### src/rtl/program_loader.sv
`default_nettype none
// ============================================================================
// Module      : program_loader
// Description : Boot-time loader. Receives a framed program image (length,
//               payload, checksum) from a byte stream and writes it into RAM
//               starting at BASE_ADDR. It then reads the image back to verify
//               it, and finally releases the CPU and hands the RAM port over.
//               While the CPU is not running, the loader owns the RAM bus.
// Revision    : 1.0 - initial release
// ============================================================================
module program_loader #(
  parameter int unsigned ADDR_W    = 8,
  parameter int unsigned DATA_W    = 8,
  parameter int unsigned BASE_ADDR = 0
) (
  input  logic              clk,
  input  logic              rst,
  input  logic              start,
  input  logic [DATA_W-1:0] in_data,
  input  logic              in_valid,
  output logic              in_ready,
  input  logic [DATA_W-1:0] cpu_ram_data,
  input  logic [ADDR_W-1:0] cpu_ram_addr,
  input  logic              cpu_ram_we,
  input  logic [DATA_W-1:0] ram_out,
  output logic [DATA_W-1:0] ram_data,
  output logic [ADDR_W-1:0] ram_addr,
  output logic              ram_we,
  output logic              cpu_run,
  output logic              load_done,
  output logic              load_error
);

  // The length byte encodes 1..2**DATA_W (0 stands for 2**DATA_W), so the
  // length and byte counters need one extra bit.
  localparam int unsigned       CNT_W      = DATA_W + 1;
  localparam logic [ADDR_W-1:0] C_BASE     = ADDR_W'(BASE_ADDR);
  localparam logic [ADDR_W-1:0] C_ADDR_ONE = ADDR_W'(1);
  localparam logic [CNT_W-1:0]  C_CNT_ONE  = CNT_W'(1);
  localparam logic [CNT_W-1:0]  C_CNT_ZERO = '0;

  typedef enum logic [2:0] {
    S_WAIT_LEN = 3'd0,
    S_LOAD     = 3'd1,
    S_WAIT_SUM = 3'd2,
    S_VERIFY   = 3'd3,
    S_RUN      = 3'd4,
    S_ERROR    = 3'd5
  } state_t;

  state_t             r_state;
  logic [CNT_W-1:0]   r_len;        // number of payload bytes in the frame
  logic [CNT_W-1:0]   r_cnt;        // payload bytes accepted / verify cycles
  logic [DATA_W-1:0]  r_rsum;       // running checksum of received payload
  logic [DATA_W-1:0]  r_vsum;       // checksum of the image read back
  logic [ADDR_W-1:0]  r_ptr;        // next RAM address for a payload write
  logic [ADDR_W-1:0]  r_addr;       // loader-side RAM address
  logic [DATA_W-1:0]  r_data;       // loader-side RAM write data
  logic               r_we;         // loader-side RAM write enable
  logic               r_in_ready;
  logic               r_cpu_run;
  logic               r_load_done;
  logic               r_load_error;

  logic               w_xfer;
  logic [CNT_W-1:0]   w_len_in;
  logic [CNT_W-1:0]   w_cnt_inc;
  logic [DATA_W-1:0]  w_vsum_next;

  assign w_xfer      = in_valid & r_in_ready;
  assign w_len_in    = {(in_data == '0), in_data};
  assign w_cnt_inc   = r_cnt + C_CNT_ONE;
  assign w_vsum_next = r_vsum + ram_out;

  // Loader state machine: framing, payload writes, readback verify, hand-off.
  always_ff @(posedge clk or posedge rst) begin
    if (rst) begin
      r_state      <= S_WAIT_LEN;
      r_len        <= '0;
      r_cnt        <= '0;
      r_rsum       <= '0;
      r_vsum       <= '0;
      r_ptr        <= C_BASE;
      r_addr       <= C_BASE;
      r_data       <= '0;
      r_we         <= 1'b0;
      r_in_ready   <= 1'b1;
      r_cpu_run    <= 1'b0;
      r_load_done  <= 1'b0;
      r_load_error <= 1'b0;
    end else begin
      // A write strobe lasts exactly one cycle per accepted payload byte.
      r_we <= 1'b0;
      case (r_state)
        S_WAIT_LEN: begin
          if (w_xfer) begin
            r_len   <= w_len_in;
            r_cnt   <= '0;
            r_rsum  <= '0;
            r_ptr   <= C_BASE;
            r_state <= S_LOAD;
          end
        end

        S_LOAD: begin
          // Byte is registered here and written to RAM in the next cycle.
          if (w_xfer) begin
            r_we   <= 1'b1;
            r_addr <= r_ptr;
            r_data <= in_data;
            r_ptr  <= r_ptr + C_ADDR_ONE;
            r_rsum <= r_rsum + in_data;
            r_cnt  <= w_cnt_inc;
            if (w_cnt_inc == r_len) begin
              r_state <= S_WAIT_SUM;
            end
          end
        end

        S_WAIT_SUM: begin
          // The last payload write is in flight during the first cycle here.
          if (w_xfer) begin
            r_in_ready <= 1'b0;
            if (in_data == r_rsum) begin
              r_state <= S_VERIFY;
              r_cnt   <= '0;
              r_vsum  <= '0;
              r_addr  <= C_BASE;
            end else begin
              r_state      <= S_ERROR;
              r_load_error <= 1'b1;
            end
          end
        end

        S_VERIFY: begin
          // Cycle k presents address BASE+k; the byte returned for the
          // previous address is accumulated, so len reads take len+1 cycles.
          r_addr <= r_addr + C_ADDR_ONE;
          r_cnt  <= w_cnt_inc;
          if (r_cnt != C_CNT_ZERO) begin
            r_vsum <= w_vsum_next;
          end
          if (r_cnt == r_len) begin
            if (w_vsum_next == r_rsum) begin
              r_state     <= S_RUN;
              r_cpu_run   <= 1'b1;
              r_load_done <= 1'b1;
            end else begin
              r_state      <= S_ERROR;
              r_load_error <= 1'b1;
            end
          end
        end

        S_RUN, S_ERROR: begin
          // A start pulse takes the bus back and re-arms the loader.
          if (start) begin
            r_state      <= S_WAIT_LEN;
            r_cpu_run    <= 1'b0;
            r_load_done  <= 1'b0;
            r_load_error <= 1'b0;
            r_in_ready   <= 1'b1;
            r_cnt        <= '0;
            r_addr       <= C_BASE;
          end
        end

        default: begin
          r_state    <= S_WAIT_LEN;
          r_in_ready <= 1'b1;
        end
      endcase
    end
  end

  // RAM bus belongs to the CPU only while it runs; otherwise the loader drives it.
  assign ram_data   = r_cpu_run ? cpu_ram_data : r_data;
  assign ram_addr   = r_cpu_run ? cpu_ram_addr : r_addr;
  assign ram_we     = r_cpu_run ? cpu_ram_we   : r_we;

  assign in_ready   = r_in_ready;
  assign cpu_run    = r_cpu_run;
  assign load_done  = r_load_done;
  assign load_error = r_load_error;

endmodule
`default_nettype wire

### config.mk
export PLATFORM = sky130hd
export DESIGN_NAME = program_loader
export DESIGN_NICKNAME = d
export VERILOG_FILES = /design/src/rtl/program_loader.sv
export SDC_FILE = /design/constraint.sdc
export NUM_CORES = 1
export LEC_CHECK = 0
export ABC_AREA = 1
export CAP_MARGIN = 20
export CORE_MARGIN = 10
export CORE_UTILIZATION = 50
export DETAILED_ROUTE_END_ITERATION = 8
export MAX_ROUTING_LAYER = met4
export PLACE_DENSITY = 0.73
export SETUP_SLACK_MARGIN = 0.1
export SLEW_MARGIN = 20
export SYNTH_ARGS = -nofsm -noshare
export SYNTH_HDL_FRONTEND = slang
export SYNTH_SLANG_ARGS = --single-unit
### constraint.sdc
create_clock -name clk -period 5.2 [get_ports clk]
set_input_delay 0.52 -clock clk [delete_from_list [all_inputs] [get_ports clk]]
set_output_delay 0.52 -clock clk [all_outputs]
set_load 0.01 [all_outputs]
==> qor.csv <==
metric,value,unit
fin_crit,2.79,ns
yosysMostFrequentCell,nand2_1,
synth_edf_count,0,
async_flop_share,100,%
critPathMaxFanout,36,
firstDrtPassIters,7,
num_rows,34,
finalPower,2.83,mW
clkLatencyLatePin,0.35,ns
syn-instance-count,613,
synthesis.area,0.00438,sq mm
finalWorstSetupSlack,2.41,ns
pre_cts_ws,2.21,ns
cts_resized,0,
powerDensity,543,mW/mm^2
sequentialPowerShare,30.5,%
finalWeightedCongestion,0.982,
switching_power,1.25,mW
combinationalPowerShare,52.8,%
yosys_warnings,0,
setup_viol,0,
grt_pass1_wl,19800,um
drt_iter0_drc,347,
wl_per_cell,15.3,um
yosysTopAreaCell,dfrtp_1,
skew,0.0101,ns
cts_buffers,9,
hold_path.class,flip-flop to flip-flop,
grt_start_max_net_pins,66,
final_util,60.5,%
vias_per_cell,5.43,
drc,0,
cts_root_buf,clkbuf_8,
h-tree-depth,3,
synthDistinctLibCells,39,
synth-seq-cells,65,
postCtsSetupRepairBufs,0,
r2r_end,load_done$_DFFE_PP0P_,
die_area,0.0129,sq mm
ir_worst_vdd,0.274,mV
whs_path_depth,2,
yosys-top-cells-area,"dfrtp_1 37%, nand2_1 15%, inv_1 8.0%",
clkSinkCount,65,
die-height,114,um
portBuffers,57,
postPlaceCellArea,0.00501,sq mm
timing.final.crit_share,53.6,%
worst_slew_pin_slew,1.05,ns
internal_power,1.58,mW
path_clk_slew,0.06,ns
min_to,in_ready$_DFFE_PP1P_,
antenna_found_initial,0,
final_hold_viol_count,0,
maxCapViolations,0,
ctsLongestPathBuffers,2,
final_cell_count_no_fill,781,
n_antenna_cell,0,
cp_slowest_cell,dfrtp_1,
synthFlopType,dfrtp_1,
start_kind,flip-flop,
grt_pass1_vias,4107,
p_sw_share,44.1,%
multiInputGateArea,0.00231,sq mm
setup_tns,0,ns
power.leakage,2.52,nW
ys_seq_area_share,37.2,%
crit_chain,mux2_2 -> clkdlybuf4s50_1,
gr-total-overflow,0,
dp_hpwl,9280,um
syn_to_final_growth,19.2,%
die_w,114,um
seq_area,0.00163,sq mm
ios,58,
final_nets,726,
worst_ep_arrival_time,2.27,ns
crit_path_end_kind,output port,
start_util,50.7,%
num_vias,4242,
yosysTopAreaCellShare,36.6,%
yosys-top-cells-count,"176 x nand2_1, 93 x inv_1, 64 x dfrtp_1",
n_fill_cell,794,
worstSetupPathType,flip-flop to output port,
cp_slowest_stage_delay,1.00,ns
run_status,completed,
hold_path_startpoint,in_ready$_DFFE_PP1P_,
drt_wl_total,12000,um
critPathBufInv,1,
p_clk_share,16.7,%
syn_area_per_cell,7.15,sq um
cpLargestDelayFamily,flip-flops,
r2r_slack,2.83,ns
hold_slack,0.491,ns
post-route-cell-area,0.00522,sq mm
slew_viol_final,0,
synthesis.nets,670,
drive_gt1_share,5.79,%
r2r.worst_path.cells,13,
maxSlewHeadroom,29.7,%
timing.rr.start,r_vsum[0]$_DFFE_PP0P_,
max_freq,0.359,GHz
cts_hold_buf,0,
ant_nets,0,
rsz0062_at_grt,no,
dp.cells,766,
grt_usage,19.2,%
design.core.area,0.00864,sq mm
cp.required,4.68,ns
cts_tree,done,
[worst register-to-register path: stages, from the launching register on]
cell	delay [ns]
dfrtp_1	0.38
ha_1	0.22
fa_1	0.43
or2_2	0.33
nand2_1	0.08
nand2_1	0.05
a21oi_1	0.14
nand3_1	0.10
nor2_1	0.14
nand2_1	0.08
nand2_1	0.09
nand2_1	0.06
nand2_1	0.06
nand2_1	0.07
[power by group through the flow]
stage	combinational, mW	sequential (mW)	clock, mW
final	1.50	0.865	0.474
after CTS	1.50	0.862	0.481
after floorplan	1.08	0.807	0
after detailed placement	1.49	0.871	0
after global placement	1.46	0.867	0
after global routing	1.68	0.896	0.500
[sequential cells by signal, summed over array words and instances (netlist names)]
signal / cells
in_ready: 1
load_done: 1
load_error: 1
r_addr: 8
r_cnt: 9
r_data: 8
r_len: 9
r_ptr: 8
r_rsum: 8
r_state: 3
r_vsum: 8
r_we: 1
[kinds of logic (layout without fill, tap and decap cells)]
| group | after synthesis | count (layout) | synth area share (%) |
|---|---|---|---|
| DFF | 65 | 65 | 37.2 |
| adders and majority gates | 20 | 20 | 6.06 |
| buffers and inverters | 109 | 169 | 10.1 |
| and+or+nand+nor | 295 | 295 | 28.5 |
| AOI/OAI and AO/OA | 101 | 101 | 13.5 |
| xor gates and xnor gates | 22 | 22 | 4.40 |
| muxes | 1 | 1 | 0.257 |
[layout make-up]
type,instances,share of cell area (%)
Clock inverter,3,1.25
Multi-Input combinational cell,439,44.3
Tap cell,108,2.59
Timing Repair Buffer,58,11.1
Sequential cell,65,31.2
Clock buffer,12,2.78
Inverter,96,6.90
[metal layers]
layer / share of wire (%) / GRT usage, %
met5: 0 / -
met4: 1.5 / 6.09
met3: 4.4 / 3.20
met2: 50 / 31.4
met1: 44 / 23.6
[placed cells by master (no fill, tap or decap), types with 2 or more instances in the layout]
cell type / synthesis / layout
nand2_1: 176 / 176
nor4_1: 3 / 3
nand4_1: 7 / 7
o21ai_0: 41 / 41
a21oi_2: 2 / 2
dfrtp_1: 64 / 64
o31ai_1: 2 / 2
nand2_2: 4 / 4
nor2_1: 36 / 36
or2_2: 2 / 2
clkbuf_8: 0 / 10
o21ai_1: 2 / 2
nor3_1: 7 / 7
nand3_1: 53 / 53
clkbuf_1: 6 / 2
fa_1: 2 / 2
inv_1: 93 / 92
a21oi_1: 17 / 17
xnor2_1: 11 / 11
clkdlybuf4s50_1: 0 / 57
xor2_1: 11 / 11
inv_2: 3 / 4
a22oi_1: 3 / 3
ha_1: 18 / 18
nor2_2: 5 / 5
o21ai_2: 4 / 4
o22ai_1: 24 / 24
bufinv_16: 0 / 2
[worst max path at each step]
stage | end | slack (ns) | from | cells after the start
CTS | ram_we | 2.41 | load_done$_DFFE_PP0P_ | 2
finish | ram_we | 2.41 | load_done$_DFFE_PP0P_ | 2
detailed placement | r_vsum[2]$_DFFE_PP0P_ | 2.21 | in_data[5] | 8
floorplan | load_done$_DFFE_PP0P_ | 2.94 | ram_out[0] | 13
global placement | r_cnt[7]$_DFFE_PP0P_ | 2.25 | in_data[5] | 9
global route | ram_we | 2.27 | load_done$_DFFE_PP0P_ | 2
(Power assumes the default switching activity.)
